File: src/rtl/m_mc_ctrl.sv
// ---------------------------------------------------------------------------
// m_mc_ctrl -- multi-cycle processor control FSM
//
// Sequences one instruction at a time through IF -> ID -> EX -> [MEM] -> [WB],
// waits on instruction/data memory ready with a bounded wait counter, counts
// retired instructions and latches a sticky error.
//
// Ports
//   w_clk        in   sole clock, rising edge
//   w_rst        in   asynchronous active-high reset
//   w_imem_rdy   in   instruction word valid this cycle
//   w_dmem_rdy   in   data memory access complete this cycle
//   w_ld, w_s    in   decoded load / store from the current IR
//   w_halt       in   level-sensitive halt request
//   w_im_req     out  instruction fetch request
//   w_ir_we      out  instruction register load enable
//   w_dm_req     out  data memory request
//   w_dm_we      out  data memory write qualifier (only with w_dm_req)
//   w_rf_we      out  register file write enable
//   w_pc_we      out  PC update enable
//   w_state      out  current state encoding
//   w_instret    out  retired-instruction counter (wraps)
//   w_err        out  sticky error flag
// ---------------------------------------------------------------------------
module m_mc_ctrl #(
    parameter int WAIT_MAX = 8
) (
    input  logic        w_clk,
    input  logic        w_rst,
    input  logic        w_imem_rdy,
    input  logic        w_dmem_rdy,
    input  logic        w_ld,
    input  logic        w_s,
    input  logic        w_halt,
    output logic        w_im_req,
    output logic        w_ir_we,
    output logic        w_dm_req,
    output logic        w_dm_we,
    output logic        w_rf_we,
    output logic        w_pc_we,
    output logic [2:0]  w_state,
    output logic [31:0] w_instret,
    output logic        w_err
);

    typedef enum logic [2:0] {
        ST_IF   = 3'd0,
        ST_ID   = 3'd1,
        ST_EX   = 3'd2,
        ST_MEM  = 3'd3,
        ST_WB   = 3'd4,
        ST_HALT = 3'd5,
        ST_ERR  = 3'd6,
        ST_BAD  = 3'd7
    } state_t;

    localparam logic [7:0] WAIT_MAX_C = WAIT_MAX[7:0];

    state_t      state_r;
    state_t      state_nxt_s;
    logic [7:0]  wait_cnt_r;
    logic [7:0]  wait_cnt_nxt_s;
    logic [31:0] instret_r;
    logic        err_r;
    logic        retire_s;
    logic        wait_at_max_s;
    logic        im_req_s;
    logic        ir_we_s;
    logic        dm_req_s;
    logic        dm_we_s;
    logic        rf_we_s;
    logic        pc_we_s;

    assign wait_at_max_s = (wait_cnt_r == WAIT_MAX_C);

    // Next-state and Moore/Mealy control decode
    always_comb begin
        state_nxt_s = state_r;
        retire_s    = 1'b0;
        im_req_s    = 1'b0;
        ir_we_s     = 1'b0;
        dm_req_s    = 1'b0;
        dm_we_s     = 1'b0;
        rf_we_s     = 1'b0;
        pc_we_s     = 1'b0;
        case (state_r)
            ST_IF: begin
                im_req_s = 1'b1;
                if (w_imem_rdy) begin
                    ir_we_s     = 1'b1;
                    state_nxt_s = ST_ID;
                end else if (wait_at_max_s) begin
                    state_nxt_s = ST_ERR;
                end else begin
                    state_nxt_s = ST_IF;
                end
            end
            ST_ID: begin
                state_nxt_s = ST_EX;
            end
            ST_EX: begin
                // load and store together is an illegal decode
                if (w_ld & w_s) begin
                    state_nxt_s = ST_ERR;
                end else if (w_ld ^ w_s) begin
                    state_nxt_s = ST_MEM;
                end else begin
                    state_nxt_s = ST_WB;
                end
            end
            ST_MEM: begin
                dm_req_s = 1'b1;
                dm_we_s  = w_s;
                if (w_dmem_rdy) begin
                    if (w_s) begin
                        // store retires straight out of MEM
                        pc_we_s     = 1'b1;
                        retire_s    = 1'b1;
                        state_nxt_s = w_halt ? ST_HALT : ST_IF;
                    end else begin
                        state_nxt_s = ST_WB;
                    end
                end else if (wait_at_max_s) begin
                    state_nxt_s = ST_ERR;
                end else begin
                    state_nxt_s = ST_MEM;
                end
            end
            ST_WB: begin
                rf_we_s     = 1'b1;
                pc_we_s     = 1'b1;
                retire_s    = 1'b1;
                state_nxt_s = w_halt ? ST_HALT : ST_IF;
            end
            ST_HALT: begin
                if (w_halt) begin
                    state_nxt_s = ST_HALT;
                end else begin
                    state_nxt_s = ST_IF;
                end
            end
            ST_ERR: begin
                state_nxt_s = ST_ERR;
            end
            default: begin
                state_nxt_s = ST_ERR;
            end
        endcase
    end

    // Wait counter: counts stall cycles while a wait state holds, clears otherwise
    always_comb begin
        if (((state_r == ST_IF) || (state_r == ST_MEM)) && (state_nxt_s == state_r)) begin
            wait_cnt_nxt_s = wait_cnt_r + 8'd1;
        end else begin
            wait_cnt_nxt_s = 8'd0;
        end
    end

    // State, wait counter, retire counter and sticky error registers
    always_ff @(posedge w_clk or posedge w_rst) begin
        if (w_rst) begin
            state_r    <= ST_IF;
            wait_cnt_r <= 8'd0;
            instret_r  <= 32'd0;
            err_r      <= 1'b0;
        end else begin
            state_r    <= state_nxt_s;
            wait_cnt_r <= wait_cnt_nxt_s;
            if (retire_s) begin
                instret_r <= instret_r + 32'd1;
            end
            err_r <= err_r | (state_nxt_s == ST_ERR);
        end
    end

    // Controls are combinational; reset masks them so nothing writes during reset
    assign w_im_req  = im_req_s & ~w_rst;
    assign w_ir_we   = ir_we_s  & ~w_rst;
    assign w_dm_req  = dm_req_s & ~w_rst;
    assign w_dm_we   = dm_we_s  & ~w_rst;
    assign w_rf_we   = rf_we_s  & ~w_rst;
    assign w_pc_we   = pc_we_s  & ~w_rst;
    assign w_state   = state_r;
    assign w_instret = instret_r;
    assign w_err     = err_r;

endmodule

File: config.mk
export PLATFORM = sky130hd
export DESIGN_NAME = m_mc_ctrl
export DESIGN_NICKNAME = d
export VERILOG_FILES = /design/src/rtl/m_mc_ctrl.sv
export SDC_FILE = /design/constraint.sdc
export NUM_CORES = 1
export LEC_CHECK = 0
export ABC_AREA = 1
export BUFFER_PORTS_ARGS = -buffer_cell sky130_fd_sc_hd__clkbuf_2
export CORE_AREA = 5 5 90 92
export CTS_BUF_LIST = sky130_fd_sc_hd__clkbuf_2 sky130_fd_sc_hd__clkbuf_4 sky130_fd_sc_hd__clkbuf_8
export DETAILED_ROUTE_END_ITERATION = 6
export DIE_AREA = 0 0 95 97
export PLACE_DENSITY = 0.66
export SLEW_MARGIN = 20
export SYNTH_ARGS = -nofsm -noshare
export SYNTH_HDL_FRONTEND = slang
export SYNTH_SLANG_ARGS = --single-unit
File: constraint.sdc
create_clock -name w_clk -period 2.16 [get_ports w_clk]
set_clock_uncertainty 0.1 [all_clocks]
set_input_delay 0.216 -clock w_clk [delete_from_list [all_inputs] [get_ports w_clk]]
set_output_delay 0.216 -clock w_clk [all_outputs]
set_load 0.01 [all_outputs]
Word-level counts from Yosys, hierarchy flattened
Cells that the tools add are included.
- output and inout port bits: 42
- register bits after elaboration: 44
- word-level logic and storage cells: 47
- input bits: 7
- reductions and logical operators: 4
- equality and inequality tests: 8
- add/subtract/negate cells: 2
- bitwise gates (word level): 10
- multiplexer cells: 19
- operators with widths (cell ; count):
    $add A32 B1 Y32 const B ; 1
    $mux W3 ; 8
    $pmux W3 S5 ; 1
    $eq A3 B3 Y1 const B ; 3
    $add A8 B1 Y8 const B ; 1
    $eq A8 B4 Y1 const B ; 1
    $mux W1 ; 8
    $mux W8 ; 1
    $and A1 B1 Y1 ; 7
    $eq A3 B2 Y1 const B ; 2
    $eq A3 B1 Y1 const B ; 1
    $eq A3 B3 Y1 ; 1
    $logic_not A3 Y1 ; 1
    $pmux W1 S2 ; 1
    $reduce_or A2 Y1 ; 1
    $logic_and A1 B1 Y1 ; 1
    $logic_or A1 B1 Y1 ; 1
    $not A1 Y1 ; 1
    $or A1 B1 Y1 ; 1
    $xor A1 B1 Y1 ; 1

Longest topological paths before layout
- depth after elaboration: 7
- gate-level depth with buffers: 10
- depth with buffers taken out: 10

Worst setup path before layout
Ideal clock, no wire load.
- kind: register to register
- from: register instret_r[0] (netlist: w_instret[0])
- to: register instret_r[16] (netlist: w_instret[16])
- period minus slack after synthesis: 1.716 ns
- slack: 0.444 ns
- required time: 1.935 ns
- arrival: 1.492 ns
- stages on the path, launching flop included: 8
- library setup time: 0.125 ns
- path buffers: 0
- path through: dfrtp_1 ha_1 nand3_2 nor2_1 nand4_2 nor2_8 nand2_1 xor2_1
- longest elaborated chain between the ends: 1
- RTL lines (what ; RTL line ; RTL):
    from (decl) ; 63 ; logic [31:0] instret_r;
    from (signal assigned) ; 171 ; instret_r <= instret_r + 32'd1;
    $add A32 B1 Y32 ; 171 ;
No other way between the ends.
A chain may end at the register's enable or synchronous reset.

Worst setup path in the final report
- from: register state_r[1] (netlist: w_state[1])
- to: output port w_pc_we
- longest elaborated chain between the ends: 3
- elaborated cells between the ends (all ways): 4
- classes of those cells: eq/ne: 2; mux: 1; bitwise: 1
- RTL lines (what ; RTL line ; RTL):
    from (decl) ; 59 ; state_t state_r;
    from (signal assigned) ; 168 ; state_r <= state_nxt_s;
    $eq A3 B3 Y1 / $eq A3 B2 Y1 (equally long branches) ; 86 ; case (state_r)
    $pmux W1 S2 * ; 86 ;
    $and A1 B1 Y1 * ; 183 ; assign w_pc_we = pc_we_s & ~w_rst;
    to (decl) ; 40 ; output logic w_pc_we,
Mark *: on every way between the ends. The rest lies on a longest branch, timed or not.

==> reports/summary.md <==
After synthesis, the cell types taking the most area are sky130_fd_sc_hd__dfrtp_1 39%, sky130_fd_sc_hd__nand2_1 18%, sky130_fd_sc_hd__nor2_1 6.6%, sky130_fd_sc_hd__inv_1 5.9%, sky130_fd_sc_hd__xor2_1 4.7%. The tools report the count of placed standard cells including taps as 536. Setup repair after global routing left no endpoint under its margin. Weighted congestion at the end of routability-driven global placement: 0.8443.

The most frequently used flop master after synthesis is sky130_fd_sc_hd__dfrtp_1. The number of levels in the clock H-tree came out at 2. The portion of the clock cycle consumed by the worst path in the final layout is 0.9112, and the share of power burned in the clock network is 0.228. The via density per instance was 4.712; the proportion of register bits with asynchronous set or reset after synthesis was 1.000.

The count of port buffers added during placement came out at 48. For the distinct cell type count after synthesis, the log shows 32. For the max-slew violation count, the log shows 0. The run gives 2568 as the detailed-route via count. The run gives 1.84 ns as the worst endpoint required time. The worst-case IR drop observed on VDD is 0.3947 mV. The type of destination of the critical path is an output port. Derived from the worst setup path, the maximum achievable clock frequency is 508.1 MHz. Entering global routing, the biggest net connects 30 pins. The tools report the half-perimeter wire length of the detailed placement result as 5.304 mm. The clock slew seen by the registers of the worst setup and hold paths is 0.09 ns, and the synthesized area per cell is 7.195 sq um. The run gives 0.1567 as the global-route usage over all layers. The net count of the finished layout is 456, and the initial antenna violation count is 0. The floorplan has 31 rows. The first global-routing pass estimated 11.73 mm of wire. The relative max-transition margin was 0.5761. The die width was 95 um; the internal power consumption was 1642 uW. The min-delay analysis places its worst path in the category in -> reg. For the data arrival time at the worst-slack endpoint, the log shows 1.65 ns. Number of synthesized register bits: 44.

Fraction of layout cells with a size suffix above 1: 0.2018. The switching power as a share of total power works out to 0.4144. The tools report the maximum number of buffers from clock root to sink as 2.

The final-report hold violation count was 0; the filler cell count was 751. The logs give 0 for the total global routing overflow and 90 for the DRC violation total after the first TritonRoute iteration. Summed over all failing endpoints, the final setup total negative slack is 0 ns. For the share of the yosys chip area belonging to registers, the log shows 0.3934. For this run, the number of standard cells in the final layout without fillers is 545.

The clock reaches the later pin of the worst-skew pair after 0.30 ns. The synthesis-to-layout area growth works out to 17.88%. The most instantiated library cell after synthesis was sky130_fd_sc_hd__nand2_1. The floorplan die height came out at 97 um. Setup violations remaining at the end of the flow were counted as 0. The detail route stage leaves a number of antenna-violating nets equal to 0. Number of warnings reported in the yosys synthesis log: 0.

The top cell type by total area after synthesis is sky130_fd_sc_hd__dfrtp_1. For the number of ports placed on the die boundary, the log shows 49. The net count after synthesis was 400; the antenna cell count was 0.

The cell sitting at the root of the clock tree is a sky130_fd_sc_hd__clkbuf_8. The register share of total power was 0.410; the post-synthesis instance area was 2799 sq um. Once the clock tree was built, the setup fixing pass inserted 0 buffers.

The commonest cells after synthesis are 137 x sky130_fd_sc_hd__nand2_1, 49 x sky130_fd_sc_hd__nor2_1, 44 x sky130_fd_sc_hd__dfrtp_1, 44 x sky130_fd_sc_hd__inv_1, 23 x sky130_fd_sc_hd__nand3_1. For the number of detailed-routing iterations run before antenna repair, the log shows 4. Portion of synthesized cell area occupied by the leading cell type: 0.3934. The total CTS buffers came out at 5. STA classifies the critical path startpoint as a register.

The total length of routed wires was 6.716 mm; the initial core utilization was 0.3922. The number of violations of the max-capacitance limit came out at 0. The run gives 2506 as the via count of the first global-routing pass.

The flop-to-flop setup slack is 0.28 ns, and the count of clock tree sinks is 44. Summed over all cells, the static leakage comes to 0.001591 uW. The flow ran to the end, and the final reports show no timing, DRC or antenna violations.

TritonCTS built the clock tree. The maximum fanout along the worst path was 16. The run gives 7137 sq um as the area of the core. In this run the power density over the cells is 849.8 nW/um^2. At the pin with the least slew margin, the transition time is 0.6319 ns. In this run, synthesis inferred 0 flip-flops with an integrated enable.

The proportion of power drawn by combinational gates came out at 0.362. Synthesis produced a netlist whose cell count is 389. After detailed routing, the average wire length per cell comes to 12.32 um.

The remaining routing DRC violations is 0, and the clock period minus worst slack is 1.968 ns. The tools report the power spent charging and discharging nets as 1162 uW. The critical path is of the reg -> out type. Die area: 9215 sq um.
-- repair_timing --
action / in CTS / in global routing
endpoints found under the setup margin: 0 / 0
hold buffers: 1 / 0
endpoints found under the hold margin: 15 / 0
gates resized for setup: 0 / 0
-- metal layers --
metal,part of all wire,global-route usage,vias up
li1,-,-,1320
met1,0.47,0.2070,1198
met2,0.48,0.2570,44
met3,0.043,0.03103,6
met4,0.011,0.04440,0
met5,0,0,-
-- registers in the layout (all words and copies together), names as in the netlist --
signal / flops
w_state: 3
w_err: 1
w_instret: 32
wait_cnt_r: 8
-- path summary, 6_finish.rpt --
| kind | start | to | cells after the start |
|---|---|---|---|
| max in group asynchronous | w_rst | w_instret[23] | 4 |
| hold / removal | w_halt | w_state[0] | 3 |
| hold reg to reg | w_err | w_err | 2 |
| min in group asynchronous | w_rst | w_state[0] | 3 |
| setup / recovery | w_state[1] | w_pc_we | 5 |
| setup reg to reg | w_instret[0] | w_instret[16] | 7 |
-- cell type report --
| class | instances | area, sq um | area share |
|---|---|---|---|
| Inverter | 47 | 176.4 | 0.05347 |
| Clock buffer | 5 | 68.82 | 0.02086 |
| Tap cell | 99 | 123.9 | 0.03754 |
| Multi-Input combinational cell | 295 | 1501 | 0.4551 |
| Timing Repair Buffer | 52 | 285.3 | 0.08646 |
| Clock inverter | 3 | 42.54 | 0.01289 |
| Sequential cell | 44 | 1101 | 0.3337 |
-- metrics by stage --
stage,area [sq um],hold slack [ns],worst slack (ns),total power [uW],utilization
2_1_floorplan,2799,0.3117,0.4436,1865,-
3_3_place_gp,3178,0.2053,0.3917,2172,0.4453
3_5_place_dp,3178,0.2107,0.2836,2189,0.4453
4_1_cts,3299,0.1583,0.1904,2842,0.4623
5_1_grt,3299,0.1722,0.09975,3029,0.4623
6_report,3299,0.1678,0.1919,2804,0.4623
-- logic make-up (layout without fill, tap and decap cells) --
family                   count (synthesis)  after routing  synth area share
AND/OR/NAND/NOR                        259            259            0.4233
buffers and inverters                   50            107           0.07018
flip-flops                              44             44            0.3934
XOR/XNOR                                21             21           0.06571
AO/OA/AOI/OAI                           11             11           0.02950
adder cells (fa/ha/maj)                  4              4           0.01788
-- worst max-delay path, stage by stage (launching register included) --
cell and delay, ns:
sky130_fd_sc_hd__dfrtp_1 0.50, sky130_fd_sc_hd__nor2_2 0.22, sky130_fd_sc_hd__nand2_1 0.15, sky130_fd_sc_hd__o21a_4 0.24, sky130_fd_sc_hd__nor2_1 0.11, sky130_fd_sc_hd__clkbuf_2 0.14
-- power groups by stage --
stage / Sequential, uW / Combinational, uW / Clock, uW
6_report: 1150 / 1010 / 640
4_1_cts: 1150 / 1040 / 658
2_1_floorplan: 1180 / 690 / 0
3_3_place_gp: 1160 / 1010 / 0
3_5_place_dp: 1160 / 1030 / 0
5_1_grt: 1180 / 1150 / 698
-- layout by cell type, fill, tap and decap left out, types with 2 or more instances in the layout --
master                       n
sky130_fd_sc_hd__nand2_1   137
sky130_fd_sc_hd__nor2_1     49
sky130_fd_sc_hd__clkbuf_2   48
sky130_fd_sc_hd__dfrtp_1    44
sky130_fd_sc_hd__inv_1      43
sky130_fd_sc_hd__nand3_1    23
sky130_fd_sc_hd__xor2_1     15
sky130_fd_sc_hd__nor3_1     13
sky130_fd_sc_hd__nor2_2     10
sky130_fd_sc_hd__nand4_1     8
sky130_fd_sc_hd__xnor2_1     6
sky130_fd_sc_hd__clkbuf_8    5
sky130_fd_sc_hd__nand3b_1    4
sky130_fd_sc_hd__ha_1        4
sky130_fd_sc_hd__nand2_2     3
sky130_fd_sc_hd__nor3_2      3
sky130_fd_sc_hd__o21ai_0     3
sky130_fd_sc_hd__inv_2       2
sky130_fd_sc_hd__o21ai_2     2
sky130_fd_sc_hd__clkinv_1    2
sky130_fd_sc_hd__nand3_2     2
sky130_fd_sc_hd__nor2_4      2
sky130_fd_sc_hd__nand2_4     2
sky130_fd_sc_hd__buf_4       2
(Power assumes the default switching activity.)
